`src/rtl/hit_deserializer_45.sv`:
```
// Hit-serial link receiver: frames six 16-bit words into a 77-bit track combination,
// checks framing/format, and queues combinations and end-of-event markers in a FWFT FIFO.
module hit_deserializer_45 #(
  parameter int unsigned DEPTH = 4,
  parameter int unsigned AW    = 2
) (
  input  logic          clock,
  input  logic          reset,
  input  logic [15:0]   in_word,
  input  logic          in_dv,
  input  logic          in_ev,
  input  logic          in_ee,
  output logic [76:0]   out_rec,
  output logic          out_is_ee,
  output logic          out_valid,
  input  logic          out_ready,
  output logic          frame_err,
  output logic          fmt_err,
  output logic          overflow,
  output logic [AW:0]   fifo_level
);

  typedef enum logic {IDLE, COLLECT} state_t;

  localparam logic [AW:0] FULL_LVL = (AW+1)'(DEPTH);

  state_t      state, state_n;
  logic [2:0]  cnt, cnt_n;
  logic [15:0] wbuf [5];
  logic        store;
  logic        frame_err_c, fmt_err_c;
  logic        push_rec, push_ee, push, pop, full, push_ok;
  logic        fmt_ok;
  logic [76:0] rec;
  logic [77:0] push_data;

  logic [77:0] mem [DEPTH];
  logic [AW-1:0] wr_ptr, rd_ptr;

  // Sixth word is checked straight off the link; words 0..4 come from the buffer.
  assign fmt_ok = wbuf[0][0] & wbuf[1][0] & wbuf[2][0] & wbuf[3][0]
                & (wbuf[4][2:0] == 3'b100)
                & (wbuf[4][15:11] == {5{wbuf[4][10]}})
                & (in_word[6:0] == 7'd0);

  assign rec = {in_word[15:7], wbuf[4][10:3], wbuf[3][15:1], wbuf[2][15:1],
                wbuf[1][15:1], wbuf[0][15:1]};

  always_comb begin
    state_n     = state;
    cnt_n       = cnt;
    store       = 1'b0;
    frame_err_c = 1'b0;
    fmt_err_c   = 1'b0;
    push_rec    = 1'b0;
    push_ee     = 1'b0;
    unique case (state)
      IDLE: begin
        if (in_dv) begin
          if (in_ev) begin
            frame_err_c = 1'b1;
          end else begin
            store   = 1'b1;
            cnt_n   = 3'd1;
            state_n = COLLECT;
          end
        end else if (in_ee) begin
          push_ee = 1'b1;
        end
      end
      COLLECT: begin
        state_n = IDLE;
        cnt_n   = 3'd0;
        if (in_dv && !in_ev && cnt < 3'd5) begin
          store   = 1'b1;
          cnt_n   = cnt + 3'd1;
          state_n = COLLECT;
        end else if (in_dv && in_ev && cnt == 3'd5) begin
          if (fmt_ok) push_rec  = 1'b1;
          else        fmt_err_c = 1'b1;
        end else begin
          frame_err_c = 1'b1;
          push_ee     = !in_dv && in_ee;
        end
      end
      default: begin
        state_n = IDLE;
        cnt_n   = 3'd0;
      end
    endcase
  end

  always_ff @(posedge clock) begin
    if (reset) begin
      state     <= IDLE;
      cnt       <= 3'd0;
      frame_err <= 1'b0;
      fmt_err   <= 1'b0;
    end else begin
      state     <= state_n;
      cnt       <= cnt_n;
      frame_err <= frame_err_c;
      fmt_err   <= fmt_err_c;
    end
  end

  always_ff @(posedge clock) begin
    if (store) wbuf[cnt] <= in_word;
  end

  assign push      = push_rec | push_ee;
  assign push_data = push_ee ? {1'b1, 77'd0} : {1'b0, rec};
  assign out_valid = (fifo_level != '0);
  assign full      = (fifo_level == FULL_LVL);
  assign pop       = out_valid & out_ready;
  assign push_ok   = push & (~full | pop);
  assign out_rec   = out_valid ? mem[rd_ptr][76:0] : '0;
  assign out_is_ee = out_valid & mem[rd_ptr][77];

  always_ff @(posedge clock) begin
    if (push_ok) mem[wr_ptr] <= push_data;
  end

  always_ff @(posedge clock) begin
    if (reset) begin
      wr_ptr     <= '0;
      rd_ptr     <= '0;
      fifo_level <= '0;
      overflow   <= 1'b0;
    end else begin
      if (push_ok) wr_ptr <= wr_ptr + 1'b1;
      if (pop)     rd_ptr <= rd_ptr + 1'b1;
      if (push_ok && !pop)      fifo_level <= fifo_level + 1'b1;
      else if (!push_ok && pop) fifo_level <= fifo_level - 1'b1;
      if (push && full && !pop) overflow <= 1'b1;
    end
  end

endmodule

```
`config.mk`:
```
export PLATFORM = sky130hd
export DESIGN_NAME = hit_deserializer_45
export DESIGN_NICKNAME = d
export VERILOG_FILES = /design/src/rtl/hit_deserializer_45.sv
export SDC_FILE = /design/constraint.sdc
export NUM_CORES = 1
export LEC_CHECK = 0
export ABC_CLOCK_PERIOD_IN_PS = 2600
export BUFFER_PORTS_ARGS = -buffer_cell sky130_fd_sc_hd__buf_2
export CAP_MARGIN = 5
export CORE_ASPECT_RATIO = 1.2
export CORE_MARGIN = 4
export CORE_UTILIZATION = 37
export CTS_BUF_LIST = sky130_fd_sc_hd__clkbuf_16
export CTS_CLUSTER_SIZE = 8
export DETAILED_ROUTE_END_ITERATION = 6
export GPL_TIMING_DRIVEN = 0
export SYNTH_ARGS = -nofsm -noshare
export SYNTH_HDL_FRONTEND = slang
export SYNTH_SLANG_ARGS = --single-unit
```
`constraint.sdc`:
```
create_clock -name clock -period 2.6 [get_ports clock]
set_input_delay 0.26 -clock clock [delete_from_list [all_inputs] [get_ports clock]]
set_output_delay 0.26 -clock clock [all_outputs]
set_load 0.01 [all_outputs]
```
**Yosys cells after proc, flatten, opt, wreduce, memory -nomap -nowiden**

Memories as Yosys holds them, arrays and structs flattened. A register that Yosys moved wholly into a read port is not among the register bits.
Index checks and enable logic that the tools add are counted.

- Div/mod/pow operators: 0
- Muxes and demuxes: 33
- Bitwise gates (word level): 14
- Eq/ne operators: 6
- Shifts and indexed selects: 0
- $add $sub $neg: 5
- Order comparisons: 1
- Reduce and logical (&&, ||, !) cells: 18
- Multiply operators: 0

Operators by type and width:

| operator | number |
|---|---|
| 78-bit 2-to-1 mux | 1 |
| 77-bit 2-to-1 mux | 1 |
| 1-bit 2-to-1 mux | 20 |
| 3-bit 2-to-1 mux | 5 |
| 1-bit bitwise AND | 9 |
| 3-bit equality test (second input constant) | 3 |
| 1-bit logical AND | 9 |
| 7-bit logical NOT | 1 |
| 3-bit by 1-bit adder with 3-bit output (second input constant) | 2 |
| 1-bit one-hot mux with 2 select lines | 3 |
| 3-bit one-hot mux with 2 select lines | 1 |
| 5-bit equality test | 1 |
| 2-bit by 1-bit adder with 2-bit output (second input constant) | 2 |
| 1-bit logical NOT | 4 |
| 2-bit 2-to-1 mux | 2 |
| 2-bit != test (second input constant) | 2 |
| 4-bit OR reduction | 1 |
| 3-bit less-than comparator (second input constant) | 1 |
| 1-bit inverter | 3 |
| 3-bit nonzero test | 1 |
| 3-bit by 1-bit subtractor with 3-bit output (second input constant) | 1 |
| 1-bit bitwise OR | 2 |
| 2-bit AND reduction | 1 |
| 2-bit nonzero test | 1 |

- Memory bits (writable): 392
- Word-level logic and storage cells: 87
- Output and inout bits: 85
- Latch bits: 0
- ROM bits: 0
- Memories: 2
- Bits in registers: 14
- Bits of input ports: 22

Memory list:

| name | words | bits a word | rd ports | clocked after Yosys merged registers in | write ports | line | RTL |
|---|---|---|---|---|---|---|---|
| mem | 4 | 78 | 1 | 1 | 1 | 37 | `logic [77:0] mem [DEPTH];` |
| wbuf | 5 | 16 | 5 | 0 | 1 | 29 | `logic [15:0] wbuf [5];` |

**Depth between registers and ports, before layout**

Gate-level depths: netlist (run 1).

- Word-level depth: 16
- Depth in mapped cells: 12
- Depth with buffers taken out: 12

**Worst setup path before layout (run 1)**

Ideal clock, no wire load.

- Path type: register to register
- From: memory wbuf[4][10]
- To: memory mem[0][0] (enable)
- Path slack: -0.180 ns
- Required time: 2.198 ns
- Buffers on the path: 0
- Arrival: 2.378 ns
- Period minus slack after synthesis: 2.780 ns
- Cell stages (with the launch flop): 6
- Library setup time: 0.402 ns
- Path through: edfxtp_1 -> nor4_2 -> a2bb2oi_1 -> nor4_4 -> o2bb2ai_2 -> and2_2

RTL lines:

| what | line |
|---|---|
| from (decl) | 29 |
| to (decl) | 37 |

==> implementation parameters, run 1 <==
Parameter                              Value

Worst hold path
  Hold Path Stages    3
  Worst hold-check path type    in2reg

Global routing
  Antenna violations before repair    3
  Number of global-route vias before repair    7987
  Pin count of the biggest net entering global routing    between 40 and 50
  Total overflow reported by the global router    0
  Global-route wire length before repair    around 50000 um
  Total track usage    14.9%

Route
  Drt wl/cell    around 23 um
  Vias after detailed routing    7589
  Remaining antenna violation count after routing    0
  Number of DRC markers in iteration 0    638
  Drt via density    approximately 5.0
  Total Wirelength    35000 um
  Number of remaining DRC errors    0
  Detailed-router iteration count before antenna repair    4

Setup path
  Data arrival time of the worst path    between 3 and 4 ns
  Cell family with most CP delay    simple AND/OR/NAND/NOR gates
  Worst path buffer plus inverter count    2
  Standard cell with the maximum stage delay on the critical path    edfxtp_1
  Data required time at the worst endpoint    3.08 ns
  Number of logic stages on the critical path including buffering    11
  Kind of start point of the critical path    register
  Critical Setup Path Class    reg2reg
  Max incr delay on CP    0.42 ns
  Worst-path fanout max    3
  R2R cell count    11
  Element type at the critical path end    register
  Cell-by-cell trace of the critical path    nor4_2 -> a2bb2oi_2 -> nor4_4 -> buf_4 -> o2bb2ai_4 -> ha_4 -> inv_2 -> fa_2 -> xor2_1 -> or3_1 -> a21oi_2

Yosys
  Number of synthesis warnings    0
  Prevailing post-synth register cell    edfxtp_1
  Number of library cell types mapped by synthesis    37
  Syn Nets    around 800
  Count of flip-flops with a built-in enable after synthesis    392
  Synth Register Bits    408
  Seq/Total Area, Yosys    77.6%
  Synthesized area per cell    20.3 um^2
  Async S/R FF share, synth    0%
  Gate count of the mapped netlist    about 770
  Netlist area before placement    0.0156 mm^2

Floorplan
  Boundary pin count    107
  Initial core utilization    37.3%
  Die area    0.0455 mm^2
  Horizontal extent of the die    195 um
  Std cell rows    approximately 80
  Core area    0.0418 mm^2
  Vertical die dimension    233 um

Placed design
  Routability-driven placement congestion ratio    roughly 0.75
  Worst slack, placed    -0.333 ns
  Count of input and output buffers    105
  Post-DP HPWL    between 20000 and 25000 um
  Number of placed cells counting well taps    1429
  Placement Cell Area    roughly 0.017 mm^2

Timing
  Hold Slack    about 0.053 ns
  Max-slew violation count    0
  Slew HR    between 20% and 30%
  Fin crit period    2.57 ns
  Skew final    0.0102 ns
  Final Hold Viols    0
  Final WS setup    slightly below 0.03 ns
  Period Utilization, post-route    about 99%
  Unrepaired setup endpoints after global routing    yes
  # setup viols final    0
  Top achievable clock speed    0.389 GHz
  Slew at the pin closest to its max-slew limit    1.09 ns

Clocking
  Cell at the root of the clock tree    clkbuf_16
  H-tree level count    2
  Sink Count    408
  Buffers from clock root to sink, at most    3
  Inserted Clock Buffers    56
  Clock latency at the later pin of the worst-skew pair    0.55 ns
  Clock transition time at the flip-flop clock pins of the worst setup and hold paths    approximately 0.05 ns
  TritonCTS clock tree    built

Cells and area
  Layout cells sized above 1    about a third
  Utilization after layout    44.8%
  Nets    ~1000
  Final design area excluding fillers    0.0187 mm^2
  Count of placed standard cells in the final layout, fillers left out    1514
  Fillers    3556
  Area growth syn-to-layout    20.0%

Power and ir drop
  Total power density per cell area    897 mW/mm^2
  Lkg Pwr    6.35 nW
  Max rail drop VDD    0.486 mV

Run
  Max-cap violations    0

Outcome
  Run status    finished clean
==> layout make-up <==
| cell class | instances | area, um^2 | area share (%) |
|---|---|---|---|
| Inverter | 7 | 26.3 | 0.140 |
| Sequential cell | 408 | 12100 | 64.7 |
| Timing Repair Buffer | 128 | 790 | 4.22 |
| Clock buffer | 57 | 1430 | 7.62 |
| Clock inverter | 10 | 53.8 | 0.288 |
| Tap cell | 546 | 683 | 3.65 |
| Multi-Input combinational cell | 321 | 3420 | 18.3 |
| Buffer | 36 | 211 | 1.13 |
| Antenna cell | 1 | 2.50 | 0.0134 |
==> stage by stage <==
stage	power [mW]	TNS, ns
after floorplan	9.43	-56.28
after global placement	10.6	-440.54
after detailed placement	10.7	-54.44
after CTS	17.0	-12.50
after global routing	17.6	-0.126
final	16.8	0
==> worst paths after layout <==
check / endpoint / from / slack [ns]
max: fifo_level[2]$_SDFFE_PP0P_ / wbuf[4][10]$_DFFE_PP_ / 0.03
min reg2reg: overflow$_SDFFE_PP0P_ / overflow$_SDFFE_PP0P_ / 0.49
max reg2reg: fifo_level[2]$_SDFFE_PP0P_ / wbuf[4][10]$_DFFE_PP_ / 0.03
min: frame_err$_SDFF_PP0_ / in_ev / 0.05
==> power breakdown <==
part	switching (mW)	total, mW	internal, mW
logic	1.66	3.04	1.39
registers	0.0813	7.51	7.43
clock network	2.41	6.23	3.82
total	4.15	16.8	12.6
==> placed cells by master, fill, tap and decap left out, types with 4 or more instances in the layout <==
| cell type | instances |
|---|---|
| and2_1 | 154 |
| and2_2 | 5 |
| and2_4 | 5 |
| buf_16 | 4 |
| buf_2 | 106 |
| buf_4 | 22 |
| clkbuf_1 | 19 |
| clkbuf_16 | 57 |
| clkbuf_2 | 5 |
| dfxtp_1 | 14 |
| edfxtp_1 | 392 |
| ha_1 | 6 |
| inv_1 | 15 |
| mux4_2 | 78 |
| nand2_1 | 9 |
| nand2b_1 | 5 |
| nor2_1 | 13 |
| nor4_2 | 4 |
| xor2_1 | 4 |
==> worst reg2reg max path, cell delays in order (launching register included) <==
cell and delay (ns):
edfxtp_1 0.42, nor4_2 0.33, a2bb2oi_2 0.11, nor4_4 0.13, buf_4 0.19, o2bb2ai_4 0.14
ha_4 0.17, inv_2 0.04, fa_2 0.32, xor2_1 0.16, or3_1 0.37, a21oi_2 0.14
==> cell usage after synthesis (3+ instances only) <==
cell,number,area [um^2]
o21ai_0,3,15.0
ha_1,7,87.6
inv_1,7,26.3
a211oi_1,3,22.5
nor4_1,5,31.3
buf_4,3,22.5
and3_1,3,18.8
mux4_2,78,1760
nand2_1,9,33.8
nand2b_1,5,31.3
and2_2,5,37.5
xor2_1,4,35.0
and2_1,154,963
a21oi_1,3,15.0
dfxtp_1,16,320
clkbuf_1,26,97.6
nand3_1,3,15.0
nor2_1,14,52.6
edfxtp_1,392,11800
buf_2,7,35.0
==> per-layer routing <==
| layer | up-vias | GRT usage [%] | part of all wire, % |
|---|---|---|---|
| li1 | 3380 | - | - |
| met1 | 3921 | 19.7 | 41 |
| met2 | 235 | 25.1 | 51 |
| met3 | 53 | 2.98 | 5.8 |
| met4 | 0 | 4.02 | 2.5 |
| met5 | - | 0 | 0 |
==> sequential cells by signal, indices dropped and copies added (netlist names), named ones only <==
| register | cells |
|---|---|
| state | 1 |
| rd_ptr | 2 |
| overflow | 1 |
| fifo_level | 3 |
| frame_err | 1 |
| cnt | 3 |
| fmt_err | 1 |
| wr_ptr | 2 |
| mem | 312 |
| wbuf | 80 |
==> cell families (layout without fill, tap and decap cells) <==
group | after synthesis | in the layout | synth area share [%]
other | 0 | 1 | 0
AO/OA/AOI/OAI | 14 | 14 | 0.626
buffers and inverters | 45 | 238 | 1.21
multiplexers | 81 | 81 | 11.5
adder cells (fa/ha/maj) | 8 | 8 | 0.690
AND/OR/NAND/NOR | 209 | 214 | 8.19
flip-flops | 408 | 408 | 77.6
XOR/XNOR | 4 | 4 | 0.225
==> what timing repair did <==
action / CTS / global route
pin swaps: 7 / 10
buffers inserted: 4 / 7
hold endpoints to repair: 7 / 0
cloned: 1 / 4
endpoints found under the setup margin: 296 / 209
hold buffers: 3 / 0
gates resized for setup: 28 / 9
Power figures use the tool's default switching activity.
==> inputs of run 2 (changes only) <==
--- a/config.mk
+++ b/config.mk
@@ -5,7 +5,7 @@
 export SDC_FILE = /design/constraint.sdc
 export NUM_CORES = 1
 export LEC_CHECK = 0
-export ABC_CLOCK_PERIOD_IN_PS = 2600
+export ABC_CLOCK_PERIOD_IN_PS = 2500
 export BUFFER_PORTS_ARGS = -buffer_cell sky130_fd_sc_hd__buf_2
 export CAP_MARGIN = 5
 export CORE_ASPECT_RATIO = 1.2
==> constraint.sdc (replaced) <==
create_clock -name clock -period 2.5 [get_ports clock]
set_input_delay 0.25 -clock clock [delete_from_list [all_inputs] [get_ports clock]]
set_output_delay 0.25 -clock clock [all_outputs]
set_load 0.01 [all_outputs]
==> run 2 against run 1 <==
Maximum frequency increased by 3.3%. Setup slack lost 0.018 ns. Power increased by 5.3%. Non-clock buffer count up 2. Flip-flop and latch count is the same. Largest power group unchanged.
==> implementation parameters, run 2 (same netlist as run 1, synthesis figures left out) <==
Parameter                              Value

Timing
  Slew at the pin closest to its max-slew limit    1.06 ns (-0.0387 ns)
  Max-slew violation count    0 (unchanged)
  Fin crit period    2.49 ns (-0.0820 ns)
  Slew HR    29.6% (+2.6 points)
  Unrepaired setup endpoints after global routing    yes
  Period Utilization, post-route    99.6% (+0.67 points)
  Final Hold Viols    0 (unchanged)
  # setup viols final    0 (unchanged)
  Top achievable clock speed    0.402 GHz (+3.3%)
  Skew final    0.0195 ns (+0.00936 ns)
  Final WS setup    0.0111 ns (-0.0180 ns)

Setup path
  Setup crit end    fifo_level[2]$_SDFFE_PP0P_
  Worst-path fanout max    9 (+6)
  R2r setup slk    0.01 ns (-0.02 ns)
  Critical R2R Launch    cnt[1]$_SDFFE_PP0P_
  Standard cell with the maximum stage delay on the critical path    dfxtp_2
  Data arrival time of the worst path    2.97 ns (-0.08 ns)
  Element type at the critical path end    register
  Critical Setup Path Class    reg2reg
  Cell-by-cell trace of the critical path    inv_2 -> ha_1 -> and3_1 -> nand3_1 -> nor2_1 -> o2bb2ai_4 -> ha_4 -> inv_1 -> fa_2 -> xor2_1 -> or3_1 -> a21oi_1
  Source of the critical timing path    cnt[1]$_SDFFE_PP0P_
  Data required time at the worst endpoint    2.99 ns (-0.09 ns)
  Cell family with most CP delay    simple AND/OR/NAND/NOR gates
  Max incr delay on CP    0.38 ns (-0.04 ns)
  Number of logic stages on the critical path including buffering    12 (+1)
  Worst flop-to-flop path endpoint    fifo_level[2]$_SDFFE_PP0P_
  R2R cell count    12 (+1)
  Worst path buffer plus inverter count    2 (unchanged)
  Kind of start point of the critical path    register

Cells and area
  Commonest non-fill, non-tap cells in the layout    edfxtp_1, and2_1, buf_2
  Final design area excluding fillers    0.0189 mm^2 (+1.1%)
  Largest registers    mem x312, wbuf x80
  Fillers    3555 (-0.028%)
  Largest reg by FF count    mem
  Layout cells sized above 1    31.5% (-0.037 points)
  Most common library cell in the layout ignoring fill and taps    edfxtp_1
  Flip-flop count of the largest register after layout    312 (unchanged)
  Area growth syn-to-layout    21.3%
  Nets    990 (+0.20%)

Placed design
  Post-DP HPWL    20800 um (+0.52%)
  Count of input and output buffers    105 (unchanged)
  Placement Cell Area    0.0170 mm^2 (+0.15%)
  Worst slack, placed    -0.414 ns (-0.0804 ns)
  Routability-driven placement congestion ratio    0.743 (-0.42%)

Power and ir drop
  Overall power consumption    17.7 mW (+5.3%)
  Total power density per cell area    935 mW/mm^2 (+4.2%)
  Max rail drop VDD    0.573 mV (+18%)
  Lkg Pwr    6.48 nW (+2.1%)

Global routing
  Number of global-route vias before repair    8151 (+2.1%)
  Pin count of the biggest net entering global routing    48 (+2.1%)
  Total overflow reported by the global router    0 (unchanged)
  Antenna violations before repair    4 (+1)
  Global-route wire length before repair    51900 um (+2.9%)
  Total track usage    15.3% (+0.46 points)

Route
  Vias after detailed routing    7679 (+1.2%)
  Detailed-router iteration count before antenna repair    4 (unchanged)
  Number of remaining DRC errors    0 (unchanged)
  Total Wirelength    35200 um (+0.59%)
  Number of DRC markers in iteration 0    618 (-3.1%)
  Drt wl/cell    23.0 um (-0.53%)
  Remaining antenna violation count after routing    0 (unchanged)
  Drt via density    5.02 (about the same)

Clocking
  Clock latency at the later pin of the worst-skew pair    0.56 ns (about the same)
  H-tree level count    2 (unchanged)
  Inserted Clock Buffers    56 (unchanged)
  Cell at the root of the clock tree    clkbuf_16
  Clock transition time at the flip-flop clock pins of the worst setup and hold paths    0.05 ns (about the same)
  TritonCTS clock tree    built
  Sink Count    408 (unchanged)
  Buffers from clock root to sink, at most    3 (unchanged)

Floorplan
  Boundary pin count    107 (unchanged)
  Initial core utilization    37.3% (unchanged)
  Std cell rows    82 (unchanged)
  Horizontal extent of the die    195 um (unchanged)
  Vertical die dimension    233 um (unchanged)
  Core area    0.0418 mm^2 (unchanged)
  Die area    0.0455 mm^2 (unchanged)

Run
  Max-cap violations    0 (unchanged)

Outcome
  Run status    finished clean

Worst hold path
  Worst hold-check path type    in2reg
## run 2: stage by stage
| stage | utilization (%) | hold slack, ns | TNS [ns] | cells |
|---|---|---|---|---|
| finish | 45.3 | 0.0352 | 0 | 1531 |
| global placement | 40.3 | 0.468 | -438.81 | 1420 |
| CTS | 45.0 | 0.0107 | 0 | 1520 |
| detailed placement | 40.7 | 0.464 | -73.16 | 1427 |
| floorplan | - | 0.349 | -63.63 | 769 |
| global route | 45.3 | 0.00703 | -0.170 | 1530 |
## run 2: worst min path at each step
stage                           from                    end  slack (ns)  cells past startpoint
5_1_grt                   in_word[4]   wbuf[0][4]$_DFFE_PP_       0.007                      1
6_report                       in_ev   frame_err$_SDFF_PP0_        0.04                      3
3_5_place_dp   overflow$_SDFFE_PP0P_  overflow$_SDFFE_PP0P_        0.46                      2
2_1_floorplan             in_word[0]   wbuf[0][0]$_DFFE_PP_        0.35                      0
3_3_place_gp   overflow$_SDFFE_PP0P_  overflow$_SDFFE_PP0P_        0.47                      2
4_1_cts                        in_ev   frame_err$_SDFF_PP0_        0.01                      3
## run 2: power breakdown
group / internal, mW / switching [mW]
registers: 7.73 / 0.0896
logic: 1.50 / 1.76
clock network: 4.06 / 2.55
total: 13.3 / 4.40
## run 2: repair_timing
| item | in CTS | in global routing |
|---|---|---|
| hold endpoints to repair | 11 | 0 |
| resized for setup | 40 | 8 |
| buffers inserted | 5 | 8 |
| hold buffers | 4 | 0 |
| cloned | 4 | 2 |
| endpoints found under the setup margin | 255 | 191 |
| pin swaps | 10 | 0 |
## run 2: area by class of cell
class | count | area [um^2] | area share [%]
tap | 546 | 683 | 3.61
inverter | 7 | 26.3 | 0.139
clock buffer | 58 | 1450 | 7.67
clock inverter | 24 | 103 | 0.542
timing repair buffer | 130 | 870 | 4.60
multi-input combinational | 321 | 3430 | 18.2
sequential | 408 | 12100 | 64.0
antenna | 1 | 2.50 | 0.0132
buffer | 36 | 249 | 1.32
## run 2: worst reg2reg max path: stages (launching register included)
cell	delay, ns
dfxtp_2	0.38
inv_2	0.11
ha_1	0.15
and3_1	0.19
nand3_1	0.10
nor2_1	0.18
o2bb2ai_4	0.17
ha_4	0.17
inv_1	0.05
fa_2	0.33
xor2_1	0.15
or3_1	0.31
a21oi_1	0.14
## run 2: routing by layer
metal | part of all wire, % | vias to the layer above | GRT usage (%)
met2 | 51 | 215 | 26.2
li1 | - | 3397 | -
met1 | 42 | 4013 | 19.9
met5 | 0.037 | - | 0
met4 | 2.6 | 2 | 5.13
met3 | 4.7 | 52 | 2.66
